File: src/rtl/elevator_scan.sv
// rtl/elevator_scan.sv - single-car SCAN elevator controller
//
// Purpose: latches car and hall calls, moves the car one floor per
// TRAVEL_CYCLES, opens the door for DOOR_CYCLES at served floors and keeps
// travelling in one direction while requests remain ahead (SCAN).
//
// Ports:
//   clk           - clock, rising edge
//   reset         - asynchronous active-low reset
//   open_btn      - in-car door-open request (level)
//   close_btn     - in-car door-close request (level)
//   btn_in        - in-car floor calls, bit i = floor i
//   btn_up_out    - hall up calls (top bit ignored)
//   btn_down_out  - hall down calls (bit 0 ignored)
//   engine        - 00 stop, 01 up, 10 down
//   door          - 10 closed, 01 open
//   level_display - current floor index
//   dir_up        - service direction, 1 = up
//   pending       - OR of all latched requests
module elevator_scan #(
  parameter int FLOORS        = 8,
  parameter int LEVEL_W       = 3,
  parameter int TRAVEL_CYCLES = 4,
  parameter int DOOR_CYCLES   = 8
) (
  input  logic               clk,
  input  logic               reset,
  input  logic               open_btn,
  input  logic               close_btn,
  input  logic [FLOORS-1:0]  btn_in,
  input  logic [FLOORS-1:0]  btn_up_out,
  input  logic [FLOORS-1:0]  btn_down_out,
  output logic [1:0]         engine,
  output logic [1:0]         door,
  output logic [LEVEL_W-1:0] level_display,
  output logic               dir_up,
  output logic [FLOORS-1:0]  pending
);

  localparam int TW = $clog2(TRAVEL_CYCLES + 1);
  localparam int DW = $clog2(DOOR_CYCLES + 1);

  localparam logic [1:0] S_IDLE = 2'd0;
  localparam logic [1:0] S_UP   = 2'd1;
  localparam logic [1:0] S_DOWN = 2'd2;
  localparam logic [1:0] S_DOOR = 2'd3;

  localparam logic [FLOORS-1:0] UP_VALID = {1'b0, {(FLOORS-1){1'b1}}};
  localparam logic [FLOORS-1:0] DN_VALID = {{(FLOORS-1){1'b1}}, 1'b0};

  logic [1:0]         state_q, state_d;
  logic [LEVEL_W-1:0] level_q, level_d, nxt_level;
  logic               dir_q, dir_d;
  logic [TW-1:0]      tcnt_q, tcnt_d;
  logic [DW-1:0]      dcnt_q, dcnt_d;
  logic [FLOORS-1:0]  car_q, up_q, dn_q;
  logic [FLOORS-1:0]  car_d, up_d, dn_d;
  logic [1:0]         engine_q, engine_d;
  logic [1:0]         door_q, door_d;

  // Requests seen this cycle include the raw buttons, so a one-cycle pulse
  // is acted on by the same edge that latches it.
  logic [FLOORS-1:0] up_in_m, dn_in_m, car_e, up_e, dn_e, all_e, here_oh;
  assign up_in_m = btn_up_out & UP_VALID;
  assign dn_in_m = btn_down_out & DN_VALID;
  assign car_e   = car_q | btn_in;
  assign up_e    = up_q | up_in_m;
  assign dn_e    = dn_q | dn_in_m;
  assign all_e   = car_e | up_e | dn_e;

  function automatic logic ahead(input logic [LEVEL_W-1:0] n, input logic d);
    logic r;
    r = 1'b0;
    for (int i = 0; i < FLOORS; i++) begin
      if (d ? (i > int'(n)) : (i < int'(n))) r = r | all_e[i];
    end
    return r;
  endfunction

  function automatic logic hall(input logic [LEVEL_W-1:0] n, input logic d);
    return d ? up_e[n] : dn_e[n];
  endfunction

  // An opposite-direction hall call is only worth a stop when nothing lies
  // ahead; otherwise it waits for the return sweep.
  function automatic logic serve_here(input logic [LEVEL_W-1:0] n, input logic d);
    return car_e[n] | hall(n, d) | (hall(n, !d) & !ahead(n, d));
  endfunction

  // Direction the door opening serves: flips only to pick up an
  // opposite-direction call at the end of a sweep.
  function automatic logic serve_dir(input logic [LEVEL_W-1:0] n, input logic d);
    return (!hall(n, d) && hall(n, !d) && !ahead(n, d)) ? !d : d;
  endfunction

  assign nxt_level = (state_q == S_UP) ? level_q + LEVEL_W'(1) : level_q - LEVEL_W'(1);

  always_comb begin
    state_d = state_q;
    level_d = level_q;
    dir_d   = dir_q;
    tcnt_d  = tcnt_q;
    dcnt_d  = dcnt_q;
    case (state_q)
      S_IDLE: begin
        tcnt_d = '0;
        if (open_btn || serve_here(level_q, dir_q)) begin
          state_d = S_DOOR;
          dcnt_d  = DW'(DOOR_CYCLES);
          dir_d   = serve_dir(level_q, dir_q);
        end else if (dir_q && ahead(level_q, 1'b1)) begin
          state_d = S_UP;
        end else if (ahead(level_q, 1'b0)) begin
          state_d = S_DOWN;
          dir_d   = 1'b0;
        end else if (ahead(level_q, 1'b1)) begin
          state_d = S_UP;
          dir_d   = 1'b1;
        end
      end
      S_UP, S_DOWN: begin
        if (tcnt_q == TW'(TRAVEL_CYCLES - 1)) begin
          tcnt_d  = '0;
          level_d = nxt_level;
          if (car_e[nxt_level] || hall(nxt_level, dir_q) || !ahead(nxt_level, dir_q)) begin
            state_d = S_DOOR;
            dcnt_d  = DW'(DOOR_CYCLES);
            dir_d   = serve_dir(nxt_level, dir_q);
          end
        end else begin
          tcnt_d = tcnt_q + TW'(1);
        end
      end
      default: begin
        if (open_btn || btn_in[level_q] || (dir_q ? up_in_m[level_q] : dn_in_m[level_q])) begin
          dcnt_d = DW'(DOOR_CYCLES);
        end else if (close_btn || dcnt_q == DW'(1)) begin
          // Leaving always passes through IDLE so the door reads closed for a
          // full cycle before the engine starts.
          state_d = S_IDLE;
          if (!ahead(level_q, dir_q) && ahead(level_q, !dir_q)) begin
            dir_d = !dir_q;
            if (hall(level_q, !dir_q)) begin
              state_d = S_DOOR;
              dcnt_d  = DW'(DOOR_CYCLES);
            end
          end
        end else begin
          dcnt_d = dcnt_q - DW'(1);
        end
      end
    endcase
  end

  // Clearing happens only at the floor the door is (or becomes) open at, so
  // a simultaneous set anywhere else survives.
  always_comb begin
    here_oh = '0;
    if (state_d == S_DOOR) here_oh[level_d] = 1'b1;
    car_d    = car_e & ~here_oh;
    up_d     = up_e & ~(dir_d ? here_oh : '0);
    dn_d     = dn_e & ~(dir_d ? '0 : here_oh);
    engine_d = (state_d == S_UP) ? 2'b01 : (state_d == S_DOWN) ? 2'b10 : 2'b00;
    door_d   = (state_d == S_DOOR) ? 2'b01 : 2'b10;
  end

  always_ff @(posedge clk or negedge reset) begin
    if (!reset) begin
      state_q  <= S_IDLE;
      level_q  <= '0;
      dir_q    <= 1'b1;
      tcnt_q   <= '0;
      dcnt_q   <= '0;
      car_q    <= '0;
      up_q     <= '0;
      dn_q     <= '0;
      engine_q <= 2'b00;
      door_q   <= 2'b10;
    end else begin
      state_q  <= state_d;
      level_q  <= level_d;
      dir_q    <= dir_d;
      tcnt_q   <= tcnt_d;
      dcnt_q   <= dcnt_d;
      car_q    <= car_d;
      up_q     <= up_d;
      dn_q     <= dn_d;
      engine_q <= engine_d;
      door_q   <= door_d;
    end
  end

  assign engine        = engine_q;
  assign door          = door_q;
  assign level_display = level_q;
  assign dir_up        = dir_q;
  assign pending       = car_q | up_q | dn_q;

endmodule

File: config.mk
export PLATFORM = sky130hd
export DESIGN_NAME = elevator_scan
export DESIGN_NICKNAME = d
export VERILOG_FILES = /design/src/rtl/elevator_scan.sv
export SDC_FILE = /design/constraint.sdc
export NUM_CORES = 1
export LEC_CHECK = 0
export ABC_AREA = 1
export CORE_MARGIN = 2
export CORE_UTILIZATION = 50
export CTS_BUF_LIST = sky130_fd_sc_hd__clkbuf_4 sky130_fd_sc_hd__clkbuf_8 sky130_fd_sc_hd__clkbuf_16
export CTS_CLUSTER_SIZE = 16
export DETAILED_ROUTE_END_ITERATION = 7
export PLACE_DENSITY = 0.76
export SETUP_SLACK_MARGIN = 0.2
export SLEW_MARGIN = 20
export SYNTH_ARGS = -nofsm -noshare
export SYNTH_HDL_FRONTEND = slang
export SYNTH_SLANG_ARGS = --single-unit
File: constraint.sdc
create_clock -name clk -period 2.9 [get_ports clk]
set_input_delay 0.435 -clock clk [delete_from_list [all_inputs] [get_ports clk]]
set_output_delay 0.435 -clock clk [all_outputs]
set_load 0.005 [all_outputs]
After elaboration in Yosys (flattened, before gate mapping)
Cells that the tools add are included.

cells by class
  add/sub/neg operators = 4
  multiplexer cells = 331
  equality and inequality tests = 12
  reduce and logical (&&, ||, !) cells = 26
  order comparisons = 32
  bitwise gates (word level) = 76

operators with widths
  kind                 number
  $mux 1               290
  $or 1x1->1           62
  $or 8x8->8           6
  $mux 4               7
  $bmux 1 s3           9
  $mux 2               13
  $and 8x8->8          3
  $gt 3x3->1 const A   8
  $mux 8               3
  $not 8->8            3
  $lt 3x3->1 const A   6
  $gt 2x3->1 const A   4
  $lt 1x3->1 const A   4
  $lt 2x3->1 const A   4
  $lt 3x4->1 const B   3
  $mux 3               4
  $logic_not 1->1      8
  $or 8x7->8           1
  $pmux 4 s2           1
  $logic_and 1x1->1    7
  $add 3x1->3 const B  2
  $eq 2x2->1 const B   3
  $gt 1x3->1 const A   2
  $logic_or 1x1->1     6
  19 further kinds     22

storage, ports and cells
  bits in registers = 41
  output and inout port bits = 16

Longest topological paths before layout
Gate-level depths: netlist of the first run.

  word-level depth = 140
  gate-level depth with buffers = 22
  depth with buffers taken out = 21

Least setup slack after synthesis of the first run
Ideal clock, no wire load.

  path type = reg-to-reg
  start = register level_q[0] (netlist: level_display[0])
  end = register dn_q[4]
  cell stages (with the launch flop) = 23
  buffers on the path = 2
  period minus slack after synthesis = 2.584 ns
  data required time = 2.774 ns
  data arrival time = 2.458 ns
  slack = 0.316 ns
  path through = dfrtp_1 -> inv_2 -> buf_2 -> ha_1 -> inv_1 -> nand2_1 -> nand2_1 -> clkinv_1 -> nand2_1 -> nand2_2 -> nand2_1 -> nand2_1 -> nor2_1 -> nand3_1 -> nand3_1 -> nand2_1 -> nand2_1 -> nand2_1 -> nand3_2 -> buf_6 -> nand4_2 -> nor2_1 -> nor2_1

on the way
  longest elaborated chain between the ends = 52

ends and longest elaborated chain
  element                                   line      text
  start, declared                           52        logic [LEVEL_W-1:0] level_q, level_d, nxt_level;
  start signal, assigned                    181       level_q <= level_d;
  $gt 1x3->1 or $lt 1x3->1 (tied branches)  75        if (d ? (i > int'(n)) : (i < int'(n))) r = r | all_e[i];
  $mux 1                                    75
  $mux 1, on equally long branches          113, 75
  $mux 1, on equally long branches          111, 137
  $mux 1, on equally long branches          107, 135
  $mux 1                                    104       case (state_q)
  $or 1x1->1                                75
  $mux 1                                    75
  [38 not listed]                           -
  $pmux 2 s2 *                              104
  named net state_d[0]                      51        logic [1:0] state_q, state_d;
  $eq 2x2->1 *                              159       if (state_d == S_DOOR) here_oh[level_d] = 1'b1;
  $mux 8 *                                  159
  $mux 8 *                                  162       dn_d = dn_e & ~(dir_d ? '0 : here_oh);
  $not 8->8 *                               162
  $and 8x8->8 *                             162
  named net dn_d[4]                         57        logic [FLOORS-1:0] car_d, up_d, dn_d;
  end signal, assigned                      187       dn_q <= dn_d;
  end, declared                             56        logic [FLOORS-1:0] car_q, up_q, dn_q;

Mark *: on every way through the listed nets, which the timed path passes. The rest lies on a longest branch. The select of a mux whose other input is x is not followed.
A chain may end at the register's enable or synchronous reset.

Worst setup path in the final report of the first run
  start = register level_q[0] (netlist: level_display[0])
  end = register dn_q[5]

on the way
  longest elaborated chain between the ends = 52

ends and longest elaborated chain
  element                               line          text
  $sub 3x1->3 (tied with other cells)   96            assign nxt_level = (state_q == S_UP) ? level_q + LEVEL_W'(1) : level_q - LEVEL_W'(1);
  $mux 3 or $mux 1 (tied branches)      96, 75
  $lt 1x3->1 (tied with other cells)    75
  $mux 1, on equally long branches      75, 111, 137
  $mux 1, on equally long branches      75, 107, 135
  $mux 1, on equally long branches      125, 104
  $mux 1 or $or 1x1->1 (tied branches)  122, 75
  $mux 1, on equally long branches      104, 75
  [37 not listed]                       -
  $mux 1 (tied with other cells)        93            return (!hall(n, d) && hall(n, !d) && !ahead(n, d)) ? !d : d;
  $mux 1 or $pmux 2 s2 (tied branches)  125, 104
  $mux 1 or $eq 2x2->1 (tied branches)  122, 159
  $pmux 1 s2 or $mux 8 (tied branches)  104, 159
  $mux 8 *                              162
  $not 8->8 *                           162
  $and 8x8->8 *                         162
  named net dn_d[5]                     57

Marked as above.

==> summary.md, run 1 <==
| Metric | Value |
|---|---|
| Initial Utilization | `around 51%` |
| RSZ-0062 raised after global routing | `yes` |
| Fmax | `roughly 350 MHz` |
| P per Cell Area | `1319 mW/mm²` |
| GRT overflow | `0` |
| Final #Nets | `746` |
| Status | `finished, final reports clean` |
| Async SR Flop Fraction | `100.0%` |
| Multi-input gate area | `0.002928 mm²` |
| Post-synth top area share | `25.34%` |
| Pre-Repair DR Iteration Count | `6` |
| Adder-cell share of the synthesized area | `3.249%` |
| Total track usage | `27.42%` |
| Worst path top cell family by delay | `simple AND/OR/NAND/NOR gates` |
| Peak VDD IR | `0.6725 mV` |
| Std-Cell Core Area | `0.007607 mm²` |
| Worst path slowest cell | `dfrtp_2` |
| Ant. Diodes | `0` |
| CTS max path bufs | `2` |
| Pwr Total | `7.409 mW` |
| CP required | `3.11 ns` |
| Yosys reg bits | `41` |
| Largest family of logic cells by synthesized area | `simple AND/OR/NAND/NOR gates` |
| DR WL/cell | `approximately 19 µm` |
| Site Rows | `32` |
| CP bufs+invs | `1` |
| CP cell instances | `ha_4, ha_4, or2_4, nand2_8, nand2_4, nand2_2, nand2_1, nor2_1, nand3_2, nand3_2, nand2_2, nand2_2, nand2_4, nand3_4, buf_4, nand4_4, nor2_1, nor2_1` |
| Max Cap Viol | `0` |
| Crit share post-route | `98.16%` |
| Synthesized cell area | `between 0.003 and 0.004 mm²` |
| Vias per Instance | `6.132` |
| Die height | `91.77 µm` |
| Max_slew headroom | `36.77%` |
| CP startpoint kind | `register` |
| Number of remaining DRC errors | `0` |
| Post-Route WL | `approximately 16000 µm` |
| Vias in the first global route | `4069` |
| GPL Wtd Cong | `1.037` |
| Synth area leaders | `dfrtp_1, nand2_1, nor2_1` |
| Worst Skew | `0.01242 ns` |
| Syn nets | `636` |
| First-pass GRT wire length | `18720 µm` |
| CTS buffer count | `5` |
| Place WS | `-0.01734 ns` |
| Avg Synthesized Cell Area | `6.440 µm²` |
| Fin. max-slew vios | `0` |
| Largest net degree at the start of global routing | `between 40 and 50` |
| Synth warn | `0` |
| Final setup viols | `0` |
| CTS tree | `built` |
| Setup crit end kind | `register` |
| Unique cell type count in the Yosys netlist | `45` |
| Hold_ws | `0.2635 ns` |
| Area share of xor/xnor cells in the synthesized design | `less than 1%` |
| Sequential share of the synthesized area | `26.71%` |
| Die Area | `0.008421 mm²` |
| Critical Path Max Stage Delay | `between 0.5 and 0.6 ns` |
| FILL cells | `490` |
| Yosys top cell by area | `dfrtp_1` |
| DRT antenna net count | `0` |
| Worst-path clk slew | `0.08 ns` |
| H-tree depth | `2` |
| Sequential cell area | `about 0.0010 mm²` |
| Iteration-0 DRC Markers | `767` |
| I/O Pins | `44` |
| Chip Width | `91.77 µm` |
| Crit path DAT | `3.06 ns` |
| Clock latency on the worst-skew pair | `0.32 ns` |
| Area grow syn2layout | `45.84%` |
| Hold crit path type | `in2async` |
| CTS sink cnt | `a little over 40` |
| Post-synthesis simple-gate area fraction | `between 50% and 60%` |
| Commonest cells post-synth | `nand2_1, nor2_1, inv_1` |
| Final min period | `2.847 ns` |
| IO Port Bufs | `41` |
| Top_reg_cell synth | `dfrtp_1` |
| Fraction of layout cells with a size suffix above 1 | `roughly a third` |
| Setup CP Type | `reg2reg` |
| Via count | `4973` |
| Final hold vios | `0` |
| Worst-Margin Slew | `0.9485 ns` |
| Syn Inst Count | `about 600` |
| Post-route setup slack | `0.05329 ns` |
| Top-count cell post-synth | `nand2_1` |
| DP HPWL | `8343 µm` |
| Post-synth EDFFs | `0` |
| Multiplexer share of the synthesized area | `0%` |
| Crit-path max FO | `8` |
| Hold_buf cts | `0` |
| Initial antenna violation count | `0` |
| CTS root buf | `clkbuf_8` |
| Static Leak | `~2.6 nW` |
| Post-synthesis compound-gate area fraction | `9.519%` |
## through the flow
step / instance area, µm² / cells / TNS (ns) / utilization (%)
2_1_floorplan: 3851 / 598 / 0 / -
3_3_place_gp: 4502 / 758 / 0 / 59.18
3_5_place_dp: 4502 / 758 / -0.06269 / 59.18
4_1_cts: 4752 / 773 / 0 / 62.47
5_1_grt: 5617 / 811 / -0.2005 / 73.83
6_report: 5617 / 811 / 0 / 73.83
## metal layers
layer  vias to the layer above  track usage, %  share of wire, %  wire length, µm
li1                       2114               -                 -                -
met1                      2231           36.46                35             5482
met2                       450           44.73                44             6811
met3                       178           3.944                12             1865
met4                         0           11.44               8.9             1375
met5                         -               0                 0                0
## placed cells by master, fill, tap and decap left out, types with 19 or more instances in the layout
cell type        count
clkdlybuf4s50_1     40
nand2_1            171
inv_1               52
nor2_1              74
nand3_1             31
nand2_2             33
nor2_2              23
nand3_2             19
dfrtp_1             37
buf_4               54
## timing repair
item | 4_1_cts | 5_1_grt
setup endpoints to repair | 29 | 35
setup buffers | 5 | 34
pin swaps | 5 | 61
resized for setup | 17 | 135
endpoints found under the hold margin | 0 | 0
cloned | 2 | 4
## cells by family after synthesis
group                      after synthesis
and+or+nand+nor                        407
buffers and inverters                   83
AOI/OAI and AO/OA                       56
DFF                                     41
adders and majority gates               10
xor gates and xnor gates                 1
## layout make-up
type                       count  area share (%)
inverter                      67           4.856
timing repair buffer         116           20.34
tap                          102           2.272
clock inverter                 2          0.6906
clock buffer                   6           1.359
multi-input combinational    477           52.13
sequential                    41           18.36
## power breakdown
part / switching (mW) / leakage [nW] / internal [mW]
sequential: 0.174 / 0.428 / 0.779
clock: 0.229 / 0.0588 / 0.268
combinational: 3.67 / 2.12 / 2.29
## state kept, by name, summed over array words and instances (netlist names)
signal and cells:
level_display 3, up_q 8, dir_up 1, dn_q 8, state_q 2, dcnt_q 4, engine 2, tcnt_q 3
car_q 8, door 2
## path summary, 6_finish.rpt
kind                                   from                to  cells after the start  slack [ns]
setup reg to reg           level_display[0]           dn_q[5]                     18        0.05
min in group clk                  tcnt_q[0]         tcnt_q[0]                      1        0.51
max in group asynchronous             reset  level_display[1]                      1        1.98
setup / recovery           level_display[0]           dn_q[5]                     18        0.05
hold reg to reg                   tcnt_q[0]         tcnt_q[0]                      1        0.51
hold / removal                        reset           dn_q[5]                      1        0.26
No activity file was read; power rests on OpenSTA's default activity.
==> run 2: changes to the inputs <==
SKIP_LAST_GASP = 1   (was unset)
==> results of run 2 <==
Same layout as run 1: the final DEF is identical, and so are final timing and power.
